**src/rtl/memory_arbiter.sv**
```systemverilog
// memory_arbiter: round-robin arbiter sharing one memory port among
// NUM_PORTS caches, with write-invalidate broadcast to the other caches.
module memory_arbiter #(
  parameter int NUM_PORTS      = 2,
  parameter int TIMEOUT_CYCLES = 255
) (
  input  logic                      clock,
  input  logic                      reset,
  input  logic [25*NUM_PORTS-1:0]   cache_request,
  input  logic [NUM_PORTS-1:0]      cache_request_ready,
  output logic [15:0]               cache_response,
  output logic [NUM_PORTS-1:0]      cache_response_ready,
  output logic [16*NUM_PORTS-1:0]   invalidate_address,
  output logic [24:0]               memory_request,
  output logic                      memory_request_ready,
  input  logic [15:0]               memory_response,
  input  logic                      memory_response_ready,
  output logic                      timeout_error
);

  localparam int unsigned PTR_W = (NUM_PORTS > 1) ? $clog2(NUM_PORTS) : 1;

  localparam logic [2:0] S_IDLE     = 3'd0;
  localparam logic [2:0] S_ISSUE    = 3'd1;
  localparam logic [2:0] S_WAIT     = 3'd2;
  localparam logic [2:0] S_RESPOND  = 3'd3;
  localparam logic [2:0] S_COOLDOWN = 3'd4;

  // The counter value seen on the last waiting cycle before the abort.
  localparam logic [7:0] TO_LAST = 8'(TIMEOUT_CYCLES - 1);

  logic [2:0]              state_q, state_d;
  logic [PTR_W-1:0]        rr_q, rr_d;
  logic [PTR_W-1:0]        grant_q, grant_d;
  logic [24:0]             req_q, req_d;
  logic [24:0]             mreq_q, mreq_d;
  logic                    mrdy_q, mrdy_d;
  logic [15:0]             rdata_q, rdata_d;
  logic                    tout_q, tout_d;
  logic [7:0]              cnt_q, cnt_d;
  logic [15:0]             cresp_q, cresp_d;
  logic [NUM_PORTS-1:0]    crdy_q, crdy_d;
  logic [16*NUM_PORTS-1:0] inval_q, inval_d;
  logic [NUM_PORTS-1:0]    pend_q, pend_d;
  logic                    terr_q, terr_d;

  logic [24:0]             req_arr [NUM_PORTS];
  logic                    found;
  logic [PTR_W-1:0]        pick;

  // Unpack the flat request bus into per-port slots.
  always_comb begin
    for (int unsigned k = 0; k < NUM_PORTS; k++) begin
      req_arr[k] = cache_request[25*k +: 25];
    end
  end

  // Round-robin scan starting at rr_q, wrapping modulo NUM_PORTS.
  always_comb begin
    int unsigned      idx;
    logic [PTR_W-1:0] idx_p;
    found = 1'b0;
    pick  = '0;
    idx   = 0;
    idx_p = '0;
    for (int unsigned i = 0; i < NUM_PORTS; i++) begin
      idx = 32'(rr_q) + i;
      if (idx >= NUM_PORTS) idx = idx - NUM_PORTS;
      idx_p = PTR_W'(idx);
      if (!found && cache_request_ready[idx_p]) begin
        found = 1'b1;
        pick  = idx_p;
      end
    end
  end

  // Next-state logic for the transaction FSM and all registered outputs.
  always_comb begin
    state_d = state_q;
    rr_d    = rr_q;
    grant_d = grant_q;
    req_d   = req_q;
    mreq_d  = mreq_q;
    mrdy_d  = mrdy_q;
    rdata_d = rdata_q;
    tout_d  = tout_q;
    cnt_d   = cnt_q;
    cresp_d = cresp_q;
    crdy_d  = '0;
    inval_d = inval_q;
    pend_d  = pend_q;
    terr_d  = terr_q;
    case (state_q)
      S_IDLE: begin
        if (found) begin
          req_d   = req_arr[pick];
          grant_d = pick;
          tout_d  = 1'b0;
          state_d = S_ISSUE;
        end
      end
      S_ISSUE: begin
        mreq_d  = req_q;
        mrdy_d  = 1'b1;
        cnt_d   = '0;
        state_d = S_WAIT;
      end
      S_WAIT: begin
        if (memory_response_ready) begin
          rdata_d = memory_response;
          mrdy_d  = 1'b0;
          state_d = S_RESPOND;
        end else if (cnt_q == TO_LAST) begin
          rdata_d = '0;
          mrdy_d  = 1'b0;
          tout_d  = 1'b1;
          terr_d  = 1'b1;
          state_d = S_RESPOND;
        end else begin
          cnt_d = cnt_q + 8'd1;
        end
      end
      S_RESPOND: begin
        cresp_d         = rdata_q;
        crdy_d[grant_q] = 1'b1;
        if (req_q[24] && !tout_q) begin
          for (int unsigned j = 0; j < NUM_PORTS; j++) begin
            if (PTR_W'(j) != grant_q) begin
              if (inval_q[16*j +: 16] != req_q[15:0]) begin
                inval_d[16*j +: 16] = req_q[15:0];
              end else begin
                // Same address again: flip the tag for one cycle so the
                // cache still sees a change, then restore in COOLDOWN.
                inval_d[16*j +: 16] = {~req_q[15:8], req_q[7:0]};
                pend_d[j]           = 1'b1;
              end
            end
          end
        end
        if (grant_q == PTR_W'(NUM_PORTS - 1)) rr_d = '0;
        else                                  rr_d = grant_q + PTR_W'(1);
        state_d = S_COOLDOWN;
      end
      S_COOLDOWN: begin
        for (int unsigned j = 0; j < NUM_PORTS; j++) begin
          if (pend_q[j]) inval_d[16*j +: 16] = req_q[15:0];
        end
        pend_d  = '0;
        state_d = S_IDLE;
      end
      default: state_d = S_IDLE;
    endcase
  end

  // State registers with asynchronous active-low reset.
  always_ff @(posedge clock or negedge reset) begin
    if (!reset) begin
      state_q <= S_IDLE;
      rr_q    <= '0;
      grant_q <= '0;
      req_q   <= '0;
      mreq_q  <= '0;
      mrdy_q  <= 1'b0;
      rdata_q <= '0;
      tout_q  <= 1'b0;
      cnt_q   <= '0;
      cresp_q <= '0;
      crdy_q  <= '0;
      inval_q <= '0;
      pend_q  <= '0;
      terr_q  <= 1'b0;
    end else begin
      state_q <= state_d;
      rr_q    <= rr_d;
      grant_q <= grant_d;
      req_q   <= req_d;
      mreq_q  <= mreq_d;
      mrdy_q  <= mrdy_d;
      rdata_q <= rdata_d;
      tout_q  <= tout_d;
      cnt_q   <= cnt_d;
      cresp_q <= cresp_d;
      crdy_q  <= crdy_d;
      inval_q <= inval_d;
      pend_q  <= pend_d;
      terr_q  <= terr_d;
    end
  end

  assign cache_response       = cresp_q;
  assign cache_response_ready = crdy_q;
  assign invalidate_address   = inval_q;
  assign memory_request       = mreq_q;
  assign memory_request_ready = mrdy_q;
  assign timeout_error        = terr_q;

endmodule

```
**config.mk**
```make
export PLATFORM = sky130hd
export DESIGN_NAME = memory_arbiter
export DESIGN_NICKNAME = d
export VERILOG_FILES = /design/src/rtl/memory_arbiter.sv
export SDC_FILE = /design/constraint.sdc
export NUM_CORES = 1
export LEC_CHECK = 0
export CORE_ASPECT_RATIO = 0.75
export CORE_MARGIN = 2
export CORE_UTILIZATION = 44
export CTS_BUF_LIST = sky130_fd_sc_hd__clkbuf_4 sky130_fd_sc_hd__clkbuf_8
export CTS_CLUSTER_SIZE = 24
export DETAILED_ROUTE_END_ITERATION = 7
export PLACE_DENSITY = 0.82
export SLEW_MARGIN = 10
export SYNTH_ARGS = -nofsm -noshare
export SYNTH_HDL_FRONTEND = slang
export SYNTH_SLANG_ARGS = --single-unit
```
**constraint.sdc**
```tcl
create_clock -name clock -period 5.8 [get_ports clock]
set_input_delay 0.87 -clock clock [delete_from_list [all_inputs] [get_ports clock]]
set_output_delay 0.87 -clock clock [all_outputs]
set_load 0.005 [all_outputs]
```
==> results.cfg <==
[run_status]
outcome = finished, final reports clean

[routing]
detail_route.first_pass.iterations = 4
vias = 4895
detailed_route_drc_error_count = 0
finalWirelength_um = 15600
wl_met1_um = 7210
topRoutingLayerUsed = met4
route.met2.wl_um = 7270
antenna_left = 0
met3_wirelength_um = 956
drt-initial-drc-count = 290
wl_per_cell_um = 16.9
vias_per_cell = 5.31

[finish]
antennaDiodeCount = 0
fin_nets = 808
nFillCells = 1136
most-common-layout-cells = sky130_fd_sc_hd__nand2_1 (156), sky130_fd_sc_hd__clkdlybuf4s50_1 (146), sky130_fd_sc_hd__dfrtp_1 (134)
area_delta_synth_final_pct = 30.8
final_common_cell = sky130_fd_sc_hd__nand2_1
finish.cell_count_without_fillers = 922
layout-drive-gt1-share_pct = 8.84
final_core_utilization_pct = 59.1

[grt]
grt_usage_pct = 21.3
grt_first_pass_wirelength_um = 25000
grt_overflow = 0
grt_antenna_before_repair = 0
via_count_of_the_first_global_routing_pass = 4925
grt_start_max_net_pins = 84

[run]
max-cap-violations = 0

[sta]
clock.fmax_ghz = 0.349
timing.slew.headroom_pct = 21.0
setup_viol_count_final = 0
timing.clock.skew_ns = 0.0134
fin_worst_hold_slack_ns = 0.468
slew_violations = 0
finalHoldViolCount = 0
post-route-min-period_ns = 2.86
tns_ns = 0
timing_worst_slew_pin_value_ns = 1.18
layout_worst_path_cycle_share_pct = 49.4
setup_repair_after_global_routing_missed_its_margin = false

[critical_path]
cp_num_buf_inv = 0
critical_path.startpoint_type = flip-flop
worst_path_largest_cell_delay_ns = 0.97
crit_required_ns = 6.11
timing.reg2reg.setup_slack_ns = 2.94
crit_cells = 5
path_delay_family = simple AND/OR/NAND/NOR gates
critPathMaxFanout = 40
worst_ep_arrival_time_ns = 3.18
cp_cell_sequence = nor3b_4, a32oi_4, nand2_1, o21ai_0, or3_1
rr_startpoint = state_q[0]
timing_worst_setup_path_type = reg -> reg
critical_path.slowest_cell = sky130_fd_sc_hd__nor3b_4
critical_path.endpoint_type = flip-flop
reg2reg_to = invalidate_address[11]
r2r.worst_path.cells = 5

[floorplanning]
dieArea_um2 = 15100
initial_core_util_pct = 45.1
num_rows = 37
die_h_um = 107
fp.dieW_um = 141
core_area_um2 = 13800
num_io_pins = 148

[placed_design]
port_buffers = 147
place.detailed.instances = 891
routability_driven_placement_congestion_ratio = 0.804
detailed_place_hpwl_um = 10800

[power]
worst_vdd_ir_mv = 0.224
power-per-cell-area_nw_per_um2 = 534
leakagePower_nw = 3.58
p_total_mw = 4.35

[synthesis]
post_synth_and_or_nand_nor_area_fraction_pct = 20.2
synth_compound_gate_area_share_pct = 7.57
yosys_warnings = 0
post_synth_inst_count = 606
synthesized_netlist_net_count = 679
synth_adder_area_share_pct = 0.402
synth-seq-cells = 134
synth.distinct_cells = 41
synth_area_per_cell_um2 = 10.3
netlist_area_um2 = 6230
seq_area_frac_synth_pct = 53.8
muxShareOfSynthArea_pct = 8.84
yosys.area_share.xor_xnor_pct = 4.78
synthArstFlopShare_pct = 100
count_of_flip_flops_with_a_built_in_enable_after_synthesis = 0
synth_top_family_by_area = simple AND/OR/NAND/NOR gates
postSynth.topFlopCell = sky130_fd_sc_hd__dfrtp_1

[clock_network]
ctsResizeCount = 0
postCtsSetupBuffers = 0
post_cts_clock_slew_at_the_launch_and_capture_registers_of_the_worst_setup_and_hold_paths_ns = 0.07
clock_insertion_delay_worst_skew_ns = 0.45
clock_tree.root_cell = sky130_fd_sc_hd__clkbuf_8
clockBufferDepth = 2
cts_num_sinks = 134
tritoncts = built
h_tree_level_count = 4
postCtsHoldBufs = 0
cts_inserted_buffers = 17

[hold_path]
hold-path-endpoint = memory_request[20]
timing.hold.worst_path_depth = 2
hold_path.startpoint = req_q[20]
timing.hold.worst.class = reg -> reg
synth_stat cells, drive strengths merged, types with 10 or more instances:
cell | n | area (µm²)
clkbuf | 16 | 60.1
o21ai | 13 | 65.1
or3 | 12 | 75.1
nand2 | 156 | 586
nand4 | 10 | 62.6
a22o | 16 | 140
xnor2 | 33 | 289
buf | 25 | 191
nor3 | 10 | 50.1
mux2i | 37 | 370
nor2 | 36 | 135
nor3b | 12 | 116
a21oi | 29 | 145
mux2 | 16 | 180
dfrtp | 134 | 3350
registers in the layout (all words and copies together) (netlist names):
name,cells
grant_q,1
invalidate_address,32
timeout_error,1
state_q,3
memory_request_ready,1
pend_q,2
rr_q,1
memory_request,25
req_q,25
cache_response_ready,2
cache_response,16
rdata_q,16
tout_q,1
cnt_q,8
worst register-to-register path, stage by stage, from the launching register on:
cell and delay, ns:
sky130_fd_sc_hd__dfrtp_1 0.54, sky130_fd_sc_hd__nor3b_4 0.97, sky130_fd_sc_hd__a32oi_4 0.52, sky130_fd_sc_hd__nand2_1 0.21
sky130_fd_sc_hd__o21ai_0 0.11, sky130_fd_sc_hd__or3_1 0.39
power breakdown:
part	internal, mW	total, mW	switching (mW)
combinational	0.970	1.75	0.778
clock	0.464	0.821	0.357
sequential	1.35	1.79	0.437
total	2.78	4.35	1.57
cell families (layout without fill, tap and decap cells):
group           count (synthesis)  in the layout
fa+ha+maj                       2              2
flops                         134            134
xor+xnor                       34             34
mux                            53             53
simple gates                  264            264
buf+inv                        47            188
compound gates                 72             72
worst max path at each step:
stage	start	to	slack (ns)
final	state_q[0]	invalidate_address[11]	2.94
after CTS	state_q[0]	invalidate_address[11]	2.98
after global routing	state_q[0]	invalidate_address[11]	2.71
after detailed placement	cache_request_ready[0]	req_q[7]	2.80
after floorplan	cache_request_ready[0]	req_q[0]	3.70
after global placement	cache_request_ready[0]	req_q[14]	2.93
per-layer routing:
metal | GRT usage [%] | up-vias
met5 | 0 | -
met4 | 6.29 | 0
met3 | 6.21 | 14
met2 | 33.5 | 167
met1 | 28.9 | 2414
li1 | - | 2300
through the flow:
step,setup WS (ns),area [µm²]
2_1_floorplan,3.70,6230
3_5_place_dp,2.80,7730
6_report,2.94,8150
4_1_cts,2.98,8140
5_1_grt,2.71,8150
3_3_place_gp,2.93,7730
area by class of cell:
class | instances | area, µm² | area share [%]
Sequential cell | 134 | 3350 | 41.2
Tap cell | 175 | 219 | 2.69
Inverter | 6 | 22.5 | 0.276
Clock inverter | 9 | 125 | 1.54
Multi-Input combinational cell | 425 | 2640 | 32.3
Clock buffer | 22 | 290 | 3.56
Timing Repair Buffer | 151 | 1500 | 18.4
Power figures use the tool's default switching activity.
